### src/rtl/pe_feeder.sv
// Packs four narrow stream words into one 128-bit PE operand, launches the PE,
// waits for completion (bounded by TIMEOUT) and holds the captured result for a consumer.
module pe_feeder #(
    parameter int WORD_W  = 32,
    parameter int TIMEOUT = 24
) (
    input  logic                  clk,
    input  logic                  reset,
    input  logic                  s_valid,
    output logic                  s_ready,
    input  logic [WORD_W-1:0]     s_data,
    output logic                  pe_valid,
    output logic [4*WORD_W-1:0]   pe_data,
    input  logic [127:0]          pe_result,
    input  logic                  pe_done,
    output logic                  m_valid,
    input  logic                  m_ready,
    output logic [127:0]          m_data,
    output logic                  busy,
    output logic                  timeout_err,
    output logic [1:0]            dbg_state_o
);

    // Handshakes: a transfer happens on a rising edge where valid and ready are both 1;
    // valid never depends on ready, and data is stable while valid is held without ready.

    typedef enum logic [1:0] {
        ST_FILL = 2'd0,
        ST_FIRE = 2'd1,
        ST_WAIT = 2'd2,
        ST_OUT  = 2'd3
    } state_t;

    localparam logic [7:0] LAST_CNT = 8'(TIMEOUT - 1);

    state_t                state_q;
    logic [1:0]            idx_q;
    logic [1:0]            idx_d;
    logic [7:0]            wait_cnt_q;
    logic [7:0]            wait_cnt_d;
    logic                  pe_valid_q;
    logic                  m_valid_q;
    logic                  timeout_err_q;
    logic [4*WORD_W-1:0]   pe_data_q;
    logic [127:0]          m_data_q;

    assign idx_d      = idx_q + 2'd1;
    assign wait_cnt_d = wait_cnt_q + 8'd1;

    always_ff @(posedge clk or negedge reset) begin
        if (!reset) begin
            state_q       <= ST_FILL;
            idx_q         <= 2'd0;
            wait_cnt_q    <= 8'd0;
            pe_valid_q    <= 1'b0;
            m_valid_q     <= 1'b0;
            timeout_err_q <= 1'b0;
            pe_data_q     <= '0;
            m_data_q      <= '0;
        end else begin
            case (state_q)
                ST_FILL: begin
                    if (s_valid) begin
                        pe_data_q[idx_q*WORD_W +: WORD_W] <= s_data;
                        idx_q <= idx_d;
                        if (idx_q == 2'd3) begin
                            state_q    <= ST_FIRE;
                            pe_valid_q <= 1'b1;
                        end
                    end
                end
                ST_FIRE: begin
                    pe_valid_q <= 1'b0;
                    wait_cnt_q <= 8'd0;
                    state_q    <= ST_WAIT;
                end
                ST_WAIT: begin
                    // A done on the last allowed cycle wins over the timeout.
                    if (pe_done) begin
                        m_data_q  <= pe_result;
                        m_valid_q <= 1'b1;
                        state_q   <= ST_OUT;
                    end else if (wait_cnt_q >= LAST_CNT) begin
                        m_data_q      <= pe_result;
                        m_valid_q     <= 1'b1;
                        timeout_err_q <= 1'b1;
                        state_q       <= ST_OUT;
                    end else begin
                        wait_cnt_q <= wait_cnt_d;
                    end
                end
                ST_OUT: begin
                    if (m_ready) begin
                        m_valid_q <= 1'b0;
                        state_q   <= ST_FILL;
                    end
                end
                default: state_q <= ST_FILL;
            endcase
        end
    end

    assign s_ready     = (state_q == ST_FILL);
    assign busy        = (state_q != ST_FILL);
    assign pe_valid    = pe_valid_q;
    assign pe_data     = pe_data_q;
    assign m_valid     = m_valid_q;
    assign m_data      = m_data_q;
    assign timeout_err = timeout_err_q;
    assign dbg_state_o = state_q;

endmodule

### config.mk
export PLATFORM = sky130hd
export DESIGN_NAME = pe_feeder
export DESIGN_NICKNAME = d
export VERILOG_FILES = /design/src/rtl/pe_feeder.sv
export SDC_FILE = /design/constraint.sdc
export NUM_CORES = 1
export LEC_CHECK = 0
export BUFFER_PORTS_ARGS = -buffer_cell sky130_fd_sc_hd__buf_2
export CAP_MARGIN = 15
export CORE_MARGIN = 8
export CORE_UTILIZATION = 30
export CTS_CLUSTER_SIZE = 14
export DETAILED_ROUTE_END_ITERATION = 7
export GPL_ROUTABILITY_DRIVEN = 0
export SLEW_MARGIN = 5
export SYNTH_ARGS = -nofsm -noshare
export SYNTH_HDL_FRONTEND = slang
export SYNTH_SLANG_ARGS = --single-unit
### constraint.sdc
create_clock -name clk -period 2.1 [get_ports clk]
set_clock_uncertainty 0.2 [all_clocks]
set_input_delay 0.21 -clock clk [delete_from_list [all_inputs] [get_ports clk]]
set_output_delay 0.21 -clock clk [all_outputs]
set_load 0.02 [all_outputs]
Yosys cells after proc, flatten, opt, wreduce, memory -nomap -nowiden. Cells that the tools add are included.

Output and inout port bits: 263. Bits of input ports: 165. Register bits after elaboration: 271. Word-level logic and storage cells: 57.

$lt $le $gt $ge: 1. Multiplexer cells: 19. Eq/ne operators: 10. $add $sub $neg: 3. Reduce and logical (&&, ||, !) cells: 13. Shifts and indexed selects: 2. Bitwise logic cells: 1.

Operators by type and width (number): 128-bit 2-to-1 mux (2); 128-bit bitwise mux (1); 32-bit by 34-bit variable shift with 128-bit output (first input constant) (1); 32-bit by 34-bit variable part select with 128-bit output (1); 7-bit negator with 34-bit output (1); 8-bit 2-to-1 mux (2); 8-bit case mux with 2 select lines (1); 3-bit AND reduction (4); 2-bit 2-to-1 mux (5); 2-bit nonzero test (5); 8-bit by 1-bit adder with 8-bit output (second input constant) (1); 8-bit by 5-bit greater-or-equal comparator with 1-bit output (second input constant) (1); 2-bit inequality test (second input constant) (4); 2-bit case mux with 4 select lines (1); 2-bit == test (second input constant) (3); 1-bit 2-to-1 mux (5); 1-bit case mux with 2 select lines (2); 2-bit AND reduction (2); 4-bit AND reduction (1); 3-bit inequality test (second input constant) (1); 2-bit by 1-bit adder with 2-bit output (second input constant) (1); 2-bit by 1-bit == test with 1-bit output (second input constant) (1); 2-bit zero test (1); 2-bit by 1-bit inequality test with 1-bit output (second input constant) (1); 1-bit inverter (1).

Depth between registers and ports, before layout. Gate-level depths: netlist (run 1).

Depth after elaboration: 4. Gate-level depth with buffers: 8. Mapped depth without buffers: 6.

Worst setup path before layout (run 1). Ideal clock, no wire load.

Path kind: register to register. Start point: reg state_q[0] (netlist: dbg_state_o[0]). End point: reg pe_data_q[10] (netlist: pe_data[10]). Slack: -0.123 ns. Arrival: 1.957 ns. Cell stages (with the launch flop): 9. Data required time: 1.834 ns. Buffers on the path: 2. Setup time: 0.066 ns. Clock period less this slack: 2.223 ns. Cells stage by stage: dfrtp_1 > inv_1 > ha_1 > and2_1 > buf_4 > nand2_2 > nor4b_4 > buf_6 > a22o_1.

Longest elaborated chain between the ends: 2.

Ends and longest elaborated chain: start: declaration (RTL line 36) `state_t state_q;`; start signal: assignment (RTL line 52) `state_q <= ST_FILL;`; start signal: assignment (RTL line 67) `state_q <= ST_FIRE;`; start signal: assignment (RTL line 75) `state_q <= ST_WAIT;`; 2-bit zero test; named net s_ready (RTL line 10) `output logic s_ready,`; 2-bit AND reduction (no source line); end signal: indexed assignment (RTL line 64) `pe_data_q[idx_q*WORD_W +: WORD_W] <= s_data;`; end: declaration (RTL line 44) `logic [4*WORD_W-1:0] pe_data_q;`.

The timed path passes the listed nets, and every way through them passes these cells. A chain may end at the register's enable or synchronous reset.

Worst setup path in the final report (run 1).
Start point: reg wait_cnt_q[1]. End point: reg m_data_q[57] (netlist: m_data[57]).

Longest elaborated chain between the ends: 3.

Ends and longest elaborated chain: start: declaration (RTL line 39) `logic [7:0] wait_cnt_q;`; start signal: assignment (RTL line 89) `wait_cnt_q <= wait_cnt_d;`; 8-bit by 5-bit greater-or-equal comparator with 1-bit output (RTL line 83) `end else if (wait_cnt_q >= LAST_CNT) begin`; 2-bit nonzero test (no source line); 2-bit AND reduction (no source line); end signal: assignment (RTL line 80) `m_data_q <= pe_result;`; end signal: assignment (RTL line 84) `m_data_q <= pe_result;`; end: declaration (RTL line 45) `logic [127:0] m_data_q;`.

No other way between the ends.

==> key figures, run 1 <==
CTS
  – TritonCTS Buffers: 30
  – Clock transition at path regs: 60 ps
  – Root Buffer: clkbuf_16
  – TritonCTS clock tree: yes
  – CTS sink count: 271
  – H-tree depth: 1
  – Worst-Skew Late Latency: 560 ps
  – CTS max path bufs: 3

Setup path
  – Top cell by count, worst path: buf_12
  – Critical Path RT: around 2300 ps
  – Crit path to: m_data[57]$_DFFE_PN0P_
  – Worst setup EP type: flop
  – CP startpoint: wait_cnt_q[1]$_DFFE_PN0P_
  – R2r endpoint: m_data[57]$_DFFE_PN0P_
  – Kind of critical path: reg -> reg
  – CP cell instances: ha_2 > a21oi_2 > o211ai_4 > buf_12 > nand2_8 > buf_12 > mux2_4
  – Crit-path max cell delay: roughly 400 ps
  – Arrival time at the worst endpoint: 2290 ps
  – Worst reg2reg startpoint: wait_cnt_q[1]$_DFFE_PN0P_
  – R2R Setup Slk: 40 ps
  – Startpoint class of the critical path: flop
  – Cell depth of the worst flop-to-flop path: 7
  – Critical-path top delay cell: dfrtp_1
  – Max FO, Critical Path: 15

Detailed routing
  – Final WL: 37.97 mm
  – Detailed-route via count: roughly 8,200
  – Via density per instance: roughly 4.7
  – Initial detailed-routing violation count: roughly 260
  – Routed len/inst: 21.45 µm
  – Final antenna-violating net count: 0
  – # DRC: 0
  – Router iterations before antenna repair: 4

Placement
  – Detailed Place HPWL: 25.81 mm
  – Dpl ws: 23.78 ps
  – Port bufs: 427

STA
  – Final Max Tran Viols: 0
  – Rel. slew slack: 0.5935
  – Setup WS post-layout: 41.54 ps
  – Worst-Margin Slew: 609.7 ps
  – Crit path time final: about 2100 ps
  – Achievable frequency: 0.4858 GHz
  – Final hold vios: 0
  – Final setup vio count: 0
  – Worst hold margin: 8.538 ps
  – Final period util: 0.9802

Hold path
  – Hold Path Class: in -> async

Pwr
  – Comb power frac: 0.435
  – IR drop worst, VDD: 0.9823 mV
  – Clk pwr share: 0.214
  – Psw: 0.009008 W
  – Sw Ratio: 0.3705
  – Power Internal: 0.01531 W
  – P_leak: 8.755 nW
  – Share of power burned in registers: 0.350
  – Pwr dens: 1471 mW/mm²

Finish
  – FF+latch area: 0.006784 mm²
  – Area Overhead vs Synth: 53.97%
  – Multi-input gate area: 0.003628 mm²
  – Layout cells sized above 1: 0.5233
  – Layout fillers: 3,097
  – N_diodes: 0
  – NumNets Final: 1,463

Yosys
  – Post-synthesis cell area: 0.01074 mm²
  – Mapped Nets: 813
  – FF+latch count, synth: 271
  – Sequential area share after synthesis: 0.6316
  – Ys Warns: 0
  – Cell variety after synth: 38
  – Average size of a mapped cell: 16.83 µm²
  – Gate Count Post-Synth: around 640

Die
  – Die Area: 0.04210 mm²
  – Initial Util: 0.3033
  – Num rows: 69
  – Total I/O pin count: 428
  – Die Wd: 205.2 µm
  – Die Y: 205.2 µm
  – Area of the core: 0.03540 mm²

Global route
  – First-pass GRT wire length: 56.35 mm
  – Pin count of the biggest net entering global routing: 69
  – Vias in the first global route: 9,369
  – Grt ovf: 0
  – GRT Total Usage: 0.1683
  – Initial antenna violation count: 1

Outcome
  – Status: finished clean

Job
  – Max_cap viols: 0
==> synthesized netlist by cell type (all sizes together) <==
| cell type | count | share of area |
|---|---|---|
| dfrtp | 271 | 0.63 |
| o22ai | 1 | 0.00058 |
| a311o | 2 | 0.0019 |
| o2111ai | 1 | 0.00082 |
| o2111a | 1 | 0.0010 |
| ha | 10 | 0.012 |
| nor4b | 1 | 0.0022 |
| o21ai | 3 | 0.0014 |
| nor4 | 1 | 0.0020 |
| o211ai | 1 | 0.0012 |
| a22o | 129 | 0.11 |
| mux2i | 3 | 0.0028 |
| mux2 | 129 | 0.18 |
| nand3 | 3 | 0.0014 |
| clkbuf | 12 | 0.0042 |
| nor2 | 3 | 0.0010 |
| nand3b | 1 | 0.00070 |
| xnor2 | 1 | 0.00082 |
| a221o | 1 | 0.00093 |
| a31o | 1 | 0.00082 |
| nand4 | 1 | 0.00058 |
| and2 | 4 | 0.0023 |
| nor3b | 3 | 0.0026 |
| nand2b | 1 | 0.00058 |
| nand2 | 12 | 0.0049 |
| a21oi | 2 | 0.0013 |
| buf | 27 | 0.032 |
| nor3 | 2 | 0.0014 |
| and3 | 1 | 0.00058 |
| inv | 10 | 0.0035 |
==> worst min path at each step <==
stage,from,end,slack [ps]
floorplan,reset,dbg_state_o[0]$_DFFE_PN0P_,-290
global placement,reset,pe_data[58]$_DFFE_PN0P_,20
detailed placement,reset,idx_q[1]$_DFFE_PN0P_,20
CTS,reset,pe_data[60]$_DFFE_PN0P_,20
global route,reset,pe_data[60]$_DFFE_PN0P_,40
finish,reset,pe_data[60]$_DFFE_PN0P_,9
==> what timing repair did <==
action                                  in CTS  in global routing
setup buffers                                0                  6
endpoints found under the hold margin      532                  0
endpoints found under the setup margin       0                152
hold buffers                               164                  0
gates resized for setup                      0                 11
==> power groups by stage <==
stage	clock, W	combinational, W	sequential, W
floorplan	0	0.00409	0.0109
finish	0.00521	0.0106	0.00852
CTS	0.00537	0.0104	0.00846
global route	0.00557	0.0112	0.00877
detailed placement	0	0.0101	0.00852
global placement	0	0.00997	0.00849
==> worst max-delay path, delay by kind of cell, from the launching register on <==
kind            cells  cell delay (ps)
compound gates      2              340
fa+ha+maj           1              200
flops               1              400
simple gates        1              100
mux                 1              320
buf+inv             2              350
==> sequential cells by signal, summed over array words and instances (netlist names) <==
register / cells
dbg_state_o: 2
pe_data: 128
idx_q: 2
timeout_err: 1
m_valid: 1
pe_valid: 1
wait_cnt_q: 8
m_data: 128
==> layer usage <==
layer | GRT usage | up-vias | part of all wire
li1 | - | 3657 | -
met1 | 0.1971 | 4167 | 0.40
met2 | 0.2858 | 337 | 0.48
met3 | 0.05605 | 76 | 0.088
met4 | 0.05821 | 2 | 0.032
met5 | 0 | - | 0.00034
==> per-stage QoR <==
stage	std cells	TNS [ps]	util	power, W	instance area (µm²)
floorplan	638	0	-	0.01499	10750
global placement	1541	0	0.3864	0.01847	13680
detailed placement	1541	0	0.3864	0.01865	13680
CTS	1758	0	0.4607	0.02424	16310
global route	1770	-0.1112	0.4670	0.02556	16530
finish	1770	0	0.4670	0.02432	16530
==> layout make-up <==
class | instances | share of cell area
multi-input combinational | 320 | 0.2195
timing repair buffer | 655 | 0.2732
clock buffer | 45 | 0.05306
clock inverter | 8 | 0.006736
sequential | 271 | 0.4104
tap | 461 | 0.03489
inverter | 10 | 0.002271
==> cell families (layout without fill, tap and decap cells) <==
logic type / after synthesis / after routing / share of synthesized area
adder cells (fa/ha/maj): 10 / 10 / 0.01165
buffers and inverters: 49 / 718 / 0.04009
AND/OR/NAND/NOR: 33 / 35 / 0.02028
multiplexers: 132 / 132 / 0.1804
flip-flops: 271 / 271 / 0.6316
XOR/XNOR: 1 / 1 / 0.0008159
AO/OA/AOI/OAI: 142 / 142 / 0.1151
==> placed cells by master, fill, tap and decap left out, types with 3 or more instances in the layout <==
cell type / Yosys / routed
buf_6: 6 / 3
dlygate4sd3_1: 0 / 164
mux2i_1: 3 / 3
a22o_1: 129 / 129
ha_1: 10 / 7
buf_2: 6 / 426
clkbuf_1: 12 / 8
o21ai_0: 3 / 3
nand3_1: 3 / 3
buf_12: 11 / 13
mux2_4: 121 / 121
buf_4: 4 / 44
mux2_2: 8 / 8
clkbuf_8: 0 / 7
nand2_1: 9 / 9
inv_1: 10 / 9
clkbuf_16: 0 / 33
and2_1: 4 / 3
dfrtp_1: 271 / 269
(Power assumes the default switching activity.)
==> run 2: changes to the inputs <==
--- a/config.mk
+++ b/config.mk
@@ -6,12 +6,13 @@
 export NUM_CORES = 1
 export LEC_CHECK = 0
 export BUFFER_PORTS_ARGS = -buffer_cell sky130_fd_sc_hd__buf_2
-export CAP_MARGIN = 15
+export CAP_MARGIN = 20
 export CORE_MARGIN = 8
 export CORE_UTILIZATION = 30
 export CTS_CLUSTER_SIZE = 14
 export DETAILED_ROUTE_END_ITERATION = 7
 export GPL_ROUTABILITY_DRIVEN = 0
+export HOLD_SLACK_MARGIN = 0.05
 export SLEW_MARGIN = 5
 export SYNTH_ARGS = -nofsm -noshare
 export SYNTH_HDL_FRONTEND = slang
==> key figures, run 2 (synthesized netlist as in run 1, its figures left out) <==
Pwr
  – Power Internal: 0.01531 W (about the same)
  – P_leak: 8.759 nW (was 8.755 nW)
  – Sw Ratio: 0.3707 (was 0.3705)
  – Pwr dens: 1471 mW/mm² (about the same)
  – Psw: 0.009017 W (was 0.009008 W)
  – Clk pwr share: 0.214 (about the same)
  – Share of power burned in registers: 0.350 (about the same)
  – Comb power frac: 0.436 (was 0.435)
  – IR drop worst, VDD: 0.9823 mV (about the same)
  – PnR Total Power: 0.02433 W (was 0.02432 W)

STA
  – Rel. slew slack: 0.5951 (was 0.5935)
  – Worst-Margin Slew: 607.3 ps (was 609.7 ps)
  – Crit path time final: 2061 ps (was 2058 ps)
  – Final period util: 0.9816 (was 0.9802)
  – Final setup vio count: 0 (unchanged)
  – Final Max Tran Viols: 0 (unchanged)
  – Final hold vios: 0 (unchanged)
  – Achievable frequency: 0.4851 GHz (was 0.4858 GHz)

Finish
  – N_diodes: 0 (unchanged)
  – Final instance area: 0.01654 mm² (was 0.01653 mm²)
  – Fin cells: 1,771 (was 1,770)
  – NumNets Final: 1,464 (was 1,463)
  – Layout fillers: 3,096 (was 3,097)
  – Leading cell type in the layout, fill and taps excluded: buf_2 (unchanged)
  – Commonest cells after routing, fill and taps aside: 426 x buf_2, 269 x dfrtp_1, 165 x dlygate4sd3_1, 129 x a22o_1, 121 x mux2_4 (was 426 x buf_2, 269 x dfrtp_1, 164 x dlygate4sd3_1, 129 x a22o_1, 121 x mux2_4)
  – Area Overhead vs Synth: 54.06% (was 53.97%)
  – Layout cells sized above 1: 0.5229 (was 0.5233)

CTS
  – Clock transition at path regs: 60 ps (about the same)
  – TritonCTS Buffers: 30 (unchanged)
  – CTS max path bufs: 3 (unchanged)
  – Root Buffer: clkbuf_16 (unchanged)
  – TritonCTS clock tree: yes (unchanged)
  – CTS sink count: 271 (unchanged)
  – H-tree depth: 1 (unchanged)
  – Worst-Skew Late Latency: 560 ps (about the same)

Setup path
  – Crit-path max cell delay: 400 ps (about the same)
  – R2R Setup Slk: 40 ps (about the same)
  – Startpoint class of the critical path: flop (unchanged)
  – Max FO, Critical Path: 15 (unchanged)
  – Crit path to: m_data[57]$_DFFE_PN0P_ (unchanged)
  – R2r endpoint: m_data[57]$_DFFE_PN0P_ (unchanged)
  – Critical Path RT: 2330 ps (about the same)
  – Critical-path top delay cell: dfrtp_1 (unchanged)
  – CP cell instances: ha_2 > a21oi_2 > o211ai_4 > buf_12 > nand2_8 > buf_12 > mux2_4 (unchanged)
  – Kind of critical path: reg -> reg (unchanged)
  – Arrival time at the worst endpoint: 2290 ps (about the same)
  – Top cell by count, worst path: buf_12 (unchanged)
  – Worst reg2reg startpoint: wait_cnt_q[1]$_DFFE_PN0P_ (unchanged)
  – CP startpoint: wait_cnt_q[1]$_DFFE_PN0P_ (unchanged)
  – Worst setup EP type: flop (unchanged)
  – Cell depth of the worst flop-to-flop path: 7 (unchanged)

Detailed routing
  – Final antenna-violating net count: 0 (unchanged)
  – # DRC: 0 (unchanged)
  – Final WL: 38.06 mm (was 37.97 mm)
  – Routed len/inst: 21.49 µm (was 21.45 µm)
  – Initial detailed-routing violation count: 267 (was 256)
  – Via density per instance: 4.658 (was 4.655)
  – Detailed-route via count: 8,249 (was 8,239)
  – Router iterations before antenna repair: 4 (unchanged)

Global route
  – Vias in the first global route: 9,369 (unchanged)
  – Initial antenna violation count: 1 (unchanged)
  – Grt ovf: 0 (unchanged)
  – GRT Total Usage: 0.1683 (unchanged)
  – Pin count of the biggest net entering global routing: 69 (unchanged)
  – First-pass GRT wire length: 56.35 mm (unchanged)

Die
  – Num rows: 69 (unchanged)
  – Area of the core: 0.03540 mm² (unchanged)
  – Initial Util: 0.3033 (unchanged)
  – Die Y: 205.2 µm (unchanged)
  – Total I/O pin count: 428 (unchanged)
  – Die Area: 0.04210 mm² (unchanged)
  – Die Wd: 205.2 µm (unchanged)

Outcome
  – Status: finished clean (unchanged)

Hold path
  – Hold Path Class: in -> reg (was in -> async)

Placement
  – # placed instances: 1,541 (unchanged)
  – Detailed Place HPWL: 25.81 mm (unchanged)
  – Placed cell area: 0.01368 mm² (unchanged)
  – Port bufs: 427 (unchanged)

Job
  – Max_cap viols: 0 (unchanged)
[run 2: cell types whose count changed in the layout (fill, tap and decap cells not counted)]
cell	before	now
dlygate4sd3_1	164	165
[run 2: routing by layer]
metal | up-vias | track usage | wire [µm]
met5 | - | 0 | 13
li1 | 3660 | - | -
met3 | 74 | 0.05605 | 3307
met2 | 334 | 0.2858 | 18150
met4 | 2 | 0.05821 | 1208
met1 | 4179 | 0.1971 | 15390
[run 2: stage by stage]
step / worst slack (ps) / TNS (ps) / hold slack [ps] / util
floorplan: 9.618 / 0 / -285.6 / -
global placement: 41.60 / 0 / 18.75 / 0.3864
detailed placement: 23.78 / 0 / 19.37 / 0.3864
CTS: 9.877 / 0 / 176.6 / 0.4610
global route: -0.1112 / -0.1112 / 196.2 / 0.4673
finish: 38.56 / 0 / 218.3 / 0.4673
[run 2: worst min-delay path by stage]
stage | from | depth (start not counted) | end | slack [ps]
detailed placement | reset | 1 | idx_q[1]$_DFFE_PN0P_ | 20
floorplan | reset | 0 | dbg_state_o[0]$_DFFE_PN0P_ | -290
global route | pe_result[87] | 3 | m_data[87]$_DFFE_PN0P_ | 200
CTS | pe_result[83] | 3 | m_data[83]$_DFFE_PN0P_ | 180
global placement | reset | 1 | pe_data[58]$_DFFE_PN0P_ | 20
finish | pe_result[87] | 3 | m_data[87]$_DFFE_PN0P_ | 220
[run 2: final cells by class]
cell class | instances | area (µm²) | area share
clock inverter | 8 | 111.4 | 0.006732
clock buffer | 45 | 877.1 | 0.05303
timing repair buffer | 656 | 4526 | 0.2736
sequential | 271 | 6784 | 0.4101
inverter | 10 | 37.54 | 0.002269
tap | 461 | 576.8 | 0.03487
multi-input combinational | 320 | 3628 | 0.2194
[run 2: timing repair]
item / CTS / global route
hold buffers: 165 / 0
setup buffers: 0 / 6
gates resized for setup: 0 / 11
endpoints found under the setup margin: 0 / 152
endpoints found under the hold margin: 536 / 0
[run 2: worst max-delay path, delay by kind of cell, from the launching register on]
| family | cells | cell delay (ps) |
|---|---|---|
| flops | 1 | 400 |
| buf+inv | 2 | 360 |
| compound gates | 2 | 340 |
| mux | 1 | 320 |
| fa+ha+maj | 1 | 200 |
| simple gates | 1 | 100 |
[run 2: power groups by stage]
| stage | Combinational (W) | Sequential (W) | Clock, W |
|---|---|---|---|
| floorplan | 0.00409 | 0.0109 | 0 |
| global placement | 0.00997 | 0.00849 | 0 |
| detailed placement | 0.0101 | 0.00852 | 0 |
| CTS | 0.0104 | 0.00846 | 0.00537 |
| global route | 0.0112 | 0.00877 | 0.00557 |
| finish | 0.0106 | 0.00852 | 0.00521 |
